<file path="src/rtl/fwft_fifo_rr_sched_v1_0.sv">
// rtl/fwft_fifo_rr_sched_v1_0.sv - round-robin scheduler draining FWFT FIFOs into one valid/ready stream
// Packet mode holds the grant until a last word; burst mode releases after MAX_BURST words or on empty.
module fwft_fifo_rr_sched_v1_0 #(
  parameter int N_CHAN    = 4,
  parameter int WIDTH     = 9,
  parameter int PKT_MODE  = 1,
  parameter int MAX_BURST = 16
) (
  input  logic                      clk,
  input  logic                      rst_n,
  input  logic [N_CHAN-1:0]         chan_en,
  input  logic [N_CHAN*WIDTH-1:0]   fifo_rdata,
  input  logic [N_CHAN-1:0]         fifo_rdata_vld,
  output logic [N_CHAN-1:0]         fifo_rden,
  output logic [WIDTH-1:0]          out_data,
  output logic [$clog2(N_CHAN)-1:0] out_chan,
  output logic                      out_vld,
  input  logic                      out_rdy,
  output logic                      busy
);
  localparam int CW = $clog2(N_CHAN);
  localparam logic [15:0] BURST_LIM = 16'(MAX_BURST);

  typedef enum logic {IDLE, GRANT} state_t;

  state_t            state, state_nxt;
  logic [CW-1:0]     g, g_nxt, rr_ptr, rr_nxt, winner, idx;
  logic [CW:0]       sum;
  logic [15:0]       burst_cnt, burst_nxt;
  logic [N_CHAN-1:0] req;
  logic              found, pop;
  logic [WIDTH-1:0]  g_data;

  assign req  = chan_en & fifo_rdata_vld;
  assign busy = (state == GRANT);

  always_comb begin
    g_data = '0;
    for (int i = 0; i < N_CHAN; i++) begin
      if (g == CW'(i)) g_data = fifo_rdata[i*WIDTH +: WIDTH];
    end
  end

  // Candidates rr_ptr+1 .. rr_ptr+N_CHAN; the previous winner is considered last.
  always_comb begin
    found  = 1'b0;
    winner = '0;
    sum    = '0;
    idx    = '0;
    for (int i = 1; i <= N_CHAN; i++) begin
      sum = {1'b0, rr_ptr} + (CW+1)'(i);
      if (sum >= (CW+1)'(N_CHAN)) sum = sum - (CW+1)'(N_CHAN);
      idx = sum[CW-1:0];
      if (!found && req[idx]) begin
        found  = 1'b1;
        winner = idx;
      end
    end
  end

  always_comb begin
    state_nxt = state;
    g_nxt     = g;
    rr_nxt    = rr_ptr;
    burst_nxt = burst_cnt;
    pop       = 1'b0;
    fifo_rden = '0;
    case (state)
      IDLE: begin
        if (found) begin
          g_nxt     = winner;
          rr_nxt    = winner;
          burst_nxt = '0;
          state_nxt = GRANT;
        end
      end
      GRANT: begin
        pop          = fifo_rdata_vld[g] & (~out_vld | out_rdy);
        fifo_rden[g] = pop;
        if (pop) begin
          burst_nxt = burst_cnt + 16'd1;
          if (PKT_MODE != 0) begin
            if (g_data[WIDTH-1]) state_nxt = IDLE;
          end else if (burst_nxt == BURST_LIM) begin
            state_nxt = IDLE;
          end
        end else if (PKT_MODE == 0 && !fifo_rdata_vld[g]) begin
          state_nxt = IDLE;
        end
      end
      default: state_nxt = IDLE;
    endcase
  end

  always_ff @(posedge clk or negedge rst_n) begin
    if (!rst_n) begin
      state     <= IDLE;
      g         <= '0;
      rr_ptr    <= CW'(N_CHAN-1);
      burst_cnt <= '0;
      out_data  <= '0;
      out_chan  <= '0;
      out_vld   <= 1'b0;
    end else begin
      state     <= state_nxt;
      g         <= g_nxt;
      rr_ptr    <= rr_nxt;
      burst_cnt <= burst_nxt;
      // The output register drains in IDLE too, so a held word is never repeated.
      if (pop) begin
        out_data <= g_data;
        out_chan <= g;
        out_vld  <= 1'b1;
      end else if (out_rdy) begin
        out_vld <= 1'b0;
      end
    end
  end
endmodule

</file>
<file path="config.mk">
export PLATFORM = sky130hd
export DESIGN_NAME = fwft_fifo_rr_sched_v1_0
export DESIGN_NICKNAME = d
export VERILOG_FILES = /design/src/rtl/fwft_fifo_rr_sched_v1_0.sv
export SDC_FILE = /design/constraint.sdc
export NUM_CORES = 1
export LEC_CHECK = 0
export ABC_AREA = 1
export CAP_MARGIN = 25
export CORE_ASPECT_RATIO = 1.2
export CORE_UTILIZATION = 25
export CTS_CLUSTER_DIAMETER = 120
export CTS_CLUSTER_SIZE = 20
export DETAILED_ROUTE_END_ITERATION = 8
export REMOVE_ABC_BUFFERS = 1
export SYNTH_ARGS = -nofsm -noshare
export SYNTH_HDL_FRONTEND = slang
export SYNTH_SLANG_ARGS = --single-unit
</file>
<file path="constraint.sdc">
create_clock -name clk -period 2.7 [get_ports clk]
set_input_delay 0.54 -clock clk [delete_from_list [all_inputs] [get_ports clk]]
set_output_delay 0.54 -clock clk [all_outputs]
set_load 0.01 [all_outputs]
</file>
# Word-level counts from Yosys, hierarchy flattened
# Cells that the tools add are included.
# word_totals
output_inout_bits	17
in_bits	47
wordCells	79
regBits	17
# op_classes
bitwise_logic	6
addsub	8
reduce_logical	10
magnitude_cmp	10
eq_ne	3
mux	36
# op_table
op	n
9-bit 2-to-1 mux	4
1-bit 2-to-1 mux	16
2-bit 2-to-1 mux	8
2-bit by 3-bit less-than comparator with 1-bit output (second input constant)	5
3-bit greater-or-equal comparator (second input constant)	4
1-bit binary-select mux with 2-bit select	5
4-bit bitwise AND	2
2-bit by 1-bit subtractor with 2-bit output (second input constant)	4
2-bit by 2-bit adder with 3-bit output (second input constant)	2
2-bit equality test (second input constant)	2
1-bit logical AND	4
4-bit 2-to-1 mux	1
2-bit by 1-bit adder with 3-bit output (second input constant)	1
2-bit by 3-bit adder with 3-bit output (second input constant)	1
1-bit zero test	3
1-bit demux with 2-bit select	1
2-bit by 1-bit equality test with 1-bit output (second input constant)	1
2-bit by 1-bit greater-or-equal comparator with 1-bit output (second input constant)	1
2-bit zero test	1
1-bit NOT	2
1-bit one-hot mux with 2 select lines	1
2-bit AND reduction	1
2-bit nonzero test	1
1-bit bitwise AND	1
1-bit OR	1

# Logic depth before layout (Yosys ltp)
# depth
ltp_word	17
mapped_depth	11
depth_no_buf	10

# Worst setup path after synthesis
# Ideal clock, no wire load.
# synth_timing
kind	register to output
from	reg g[1]
to	out fifo_rden[0]
t_required_ns	2.160
path_stages_with_launch	10
path_buffers	2
setup_slack_ns	0.795
t_arrival_ns	1.365
path_cell_list	dfrtp_1 > buf_6 > nor2_4 > nand2_1 > nand2_1 > o21ai_2 > nor2_4 > inv_4 > buf_6 > nor2_2
# synth_via
elab_chain_len	6
elab_cells_between_ends	10
cone_classes	order compare (2); mux (5); bitwise (2); reduce/logical (1)
# synth_lines
item	line	source
start, declared	27	logic [CW-1:0] g, g_nxt, rr_ptr, rr_nxt, winner, idx;
start signal, assigned	106	g <= g_nxt;
2-bit by 3-bit less-than comparator with 1-bit output (not written as such) or 2-bit by 1-bit greater-or-equal comparator with 1-bit output (tied branches)	79	fifo_rden[g] = pop;
1-bit logical AND (not written as such)	79	
1-bit 2-to-1 mux (not written as such)	79	
1-bit demux with 2-bit select	79	
4-bit bitwise AND (no source line) *	--	
4-bit 2-to-1 mux *	68	case (state)
end, declared	14	output logic [N_CHAN-1:0] fifo_rden,
# Mark *: on every way between the ends. The rest lies on a longest branch, timed or not. The select of a mux whose other input is x is not followed.

# Worst setup path in the final report
# layout_timing
from	in fifo_rdata_vld[1]
to	out fifo_rden[1]
# layout_via
elab_chain_len	5
# layout_lines
item	line	source
start, declared	13	input logic [N_CHAN-1:0] fifo_rdata_vld,
1-bit binary-select mux with 2-bit select	78	pop = fifo_rdata_vld[g] & (~out_vld | out_rdy);
1-bit 2-to-1 mux (not written as such)	78	
1-bit bitwise AND	78	
4-bit bitwise AND (no source line)	--	
4-bit 2-to-1 mux	68	
# No other way between the ends. The select of a mux whose other input is x is not followed.

==> impl_metrics.py <==
metrics = {
    "logic_synthesis": {
        "synth_top_family_by_area": "simple AND/OR/NAND/NOR gates",
        "synth_top_area_share_pct": 30.5,
        "synthMuxAreaShare_pct": 0,
        "synth_simple_gate_area_share_pct": 44.3,
        "yosys-top-cells-area": "dfrtp_1 (31%), nand2_1 (27%), nand3_1 (5.3%)",
        "yosysSeqAreaShare_pct": 34.8,
        "ys_seq_elements": 17,
        "synthesis.area_sq_um": 1230,
        "synth-xor-area-share_pct": 0,
        "synth-compound-area-share_pct": 12.3,
        "synth-adder-area-share_pct": 0,
        "yosysUniqueCellTypes": 24,
        "ys_warn_count": 0,
        "synthCells": 180,
        "syn_area_per_cell_sq_um": 6.83,
        "synth_largest_area_cell": "dfrtp_1",
    },
    "place": {
        "numPortBuffers": 63,
        "dpl_cell_area_sq_um": 1950,
        "dp_hpwl_um": 2900,
        "gp_congestion": 0.774,
        "place_inst": 305,
    },
    "setup_path": {
        "max_stage_delay_ns": 0.51,
        "path_class": "primary input to output port",
        "crit_chain": "clkdlybuf4s50_1 -> nand2_2 -> nand2_1 -> o21ai_2 -> nor2_4 -> buf_4 -> nand2_1 -> nor2_1 -> dlygate4sd2_1",
        "cp.required_ns": 2.16,
        "crit_family": "buffers and inverters",
        "startpoint_type": "primary input",
        "crit_path_end_kind": "output port",
        "critPathArrivalTime_ns": 1.97,
        "crit_path_top_delay_cell": "clkdlybuf4s50_1",
        "path_buf_inv": 3,
        "critPathMaxFanout": 4,
        "crit_top_cell": "nand2_1",
    },
    "power": {
        "clockPowerShare_pct": 9.3,
        "power.density_nw_per_um2": 1030,
        "vdd_drop_max_mv": 0.358,
        "power_frac_seq_pct": 24.7,
        "swShare_pct": 46.6,
        "pwr-share-comb_pct": 66.0,
        "switching_power_mw": 0.965,
        "cellLeakagePower_nw": 0.983,
        "power.total_mw": 2.07,
        "intPower_mw": 1.11,
    },
    "cells_and_area": {
        "regArea_sq_um": 430,
        "multi_input_area_sq_um": 696,
        "fin_area_sq_um": 2010,
        "fin_nets": 300,
        "area_growth_syn_to_layout_pct": 63.2,
        "mostFrequentLayoutCell": "nand2_1",
        "layout_common_cells": "nand2_1 (87), clkdlybuf4s50_1 (59), nand3_1 (13), dfrtp_1 (13)",
        "drive_gt1_share_pct": 13.9,
        "n_fill_cell": 501,
        "antennaDiodeCount": 0,
        "finalNonFillerCells": 310,
    },
    "die": {
        "die_w_um": 66.0,
        "rows": 27,
        "dieHeight_um": 78.8,
        "dieArea_sq_um": 5210,
        "core_area_sq_um": 4660,
        "io_pins": 64,
        "start_util_pct": 26.4,
    },
    "sta": {
        "fin_skew_ns": 0.00375,
        "post-route-period-util_pct": 92.9,
        "relSlewSlack_pct": 48.3,
        "min_period_ns": 2.51,
        "hold_violations": 0,
        "worst_slew_pin_slew_ns": 0.772,
        "maxSlewViolCount": 0,
        "grt_setup_unrepaired": "no",
        "finalSetupViolations": 0,
        "fmax_mhz": 398,
    },
    "clock_network": {
        "clockBufferDepth": 2,
        "htreeDepth": 1,
        "cts_root_buf": "clkbuf_8",
        "numClockSinks": 17,
        "cts_buffers": 3,
        "clock_latency_ns": 0.25,
        "cts_tree": "yes",
        "path_clk_slew_ns": 0.07,
    },
    "detailed_routing": {
        "drt_wl_total_um": 3660,
        "post-route-drc-count": 0,
        "routed_via_density": 4.42,
        "antenna_left": 0,
        "vias": 1371,
        "dr.pass1.iters": 4,
        "first_iter_violations": 34,
        "wl_per_cell_um": 11.8,
    },
    "global_routing": {
        "grt_usage_pct": 15.1,
        "antenna_found_initial": 0,
        "grt_max_degree": 18,
        "grt_pass1_wl_um": 6070,
        "gr-total-overflow": 0,
        "grt_pass1_vias": 1335,
    },
    "job": {
        "cap_viol_max_count": 0,
    },
    "hold_path": {
        "hp-class": "register to register",
    },
    "outcome": {
        "status": "finished clean",
    },
}
cells by family (layout without fill, tap and decap cells):
logic type / count (synthesis) / after routing
and+or+nand+nor: 122 / 122
DFF: 17 / 17
buffers and inverters: 18 / 90
AOI/OAI and AO/OA: 23 / 23
cell type report:
| cell class | instances | area share, % |
|---|---|---|
| clock buffers | 3 | 2.06 |
| multi-input cells | 145 | 34.7 |
| flip-flops and latches | 17 | 21.4 |
| well taps | 58 | 3.62 |
| inverters | 14 | 3.24 |
| repair buffers | 72 | 34.7 |
| clock inverters | 1 | 0.249 |
power groups by stage:
stage               Clock, mW  Combinational, mW  Sequential [mW]
floorplan                   0              0.772            0.553
global route            0.214               1.55            0.536
detailed placement          0               1.38            0.516
CTS                     0.202               1.39            0.514
global placement            0               1.36            0.515
finish                  0.193               1.37            0.512
stage by stage:
step	TNS, ns	setup WS [ns]	hold slack [ns]	utilization [%]
after floorplan	0	0.694	0.244	-
after global placement	-0.0481	-0.0230	0.454	41.9
after detailed placement	-0.0783	-0.0349	0.460	41.9
after CTS	0	0.0689	0.477	43.0
after global routing	0	0.0893	0.510	43.0
final	0	0.190	0.471	43.0
cell usage after synthesis:
library cell and count:
nor2_1 9, dfstp_2 2, o21a_1 1, buf_6 3
nand2_1 87, nand4_1 4, o21ai_1 1, o21ai_0 5
a31oi_1 1, o21ai_2 5, buf_4 1, nand2_2 3
nand3_1 13, inv_1 9, dfrtp_1 15, nor2_4 2
and2_1 1, inv_4 5, a221oi_1 2, a21oi_1 6
nor2_2 1, nor2_8 2, a22o_1 1, o211ai_1 1
routing by layer:
| metal | global-route usage (%) | wire length [um] | vias up |
|---|---|---|---|
| met4 | 5.32 | 51 | 0 |
| met2 | 27.4 | 1890 | 44 |
| met3 | 3.59 | 257 | 6 |
| li1 | - | - | 723 |
| met1 | 16.9 | 1460 | 598 |
| met5 | 0 | 0 | - |
worst reg2reg max path, delay by kind of cell (launching register included):
kind / cells / cell delay (ns)
flops: 1 / 0.63
simple gates: 9 / 0.88
buf+inv: 1 / 0.08
flip-flops by register name, indices dropped and copies added, names as in the netlist:
register  cells
busy          1
out_vld       1
out_data      9
out_chan      2
rr_ptr        2
g             2
what timing repair did:
item,in CTS,in global routing
setup endpoints to repair,4,1
resized for setup,4,2
hold endpoints to repair,0,0
setup buffers,1,0
hold buffers,0,0
worst paths after layout:
check                                          end                     from  depth (start not counted)  slack (ns)
max                                   fifo_rden[1]        fifo_rdata_vld[1]                          9        0.19
min                        out_chan[1]$_DFFE_PN0P_  out_chan[1]$_DFFE_PN0P_                          2        0.47
max reg2reg                       g[0]$_DFFE_PN0P_    rr_ptr[0]$_DFFE_PN1P_                         10        1.05
min reg2reg                out_chan[1]$_DFFE_PN0P_  out_chan[1]$_DFFE_PN0P_                          2        0.47
max in group asynchronous         g[0]$_DFFE_PN0P_                    rst_n                          1        1.43
min in group asynchronous  out_data[1]$_DFFE_PN0P_                    rst_n                          1        0.73
Power figures use the tool's default switching activity.
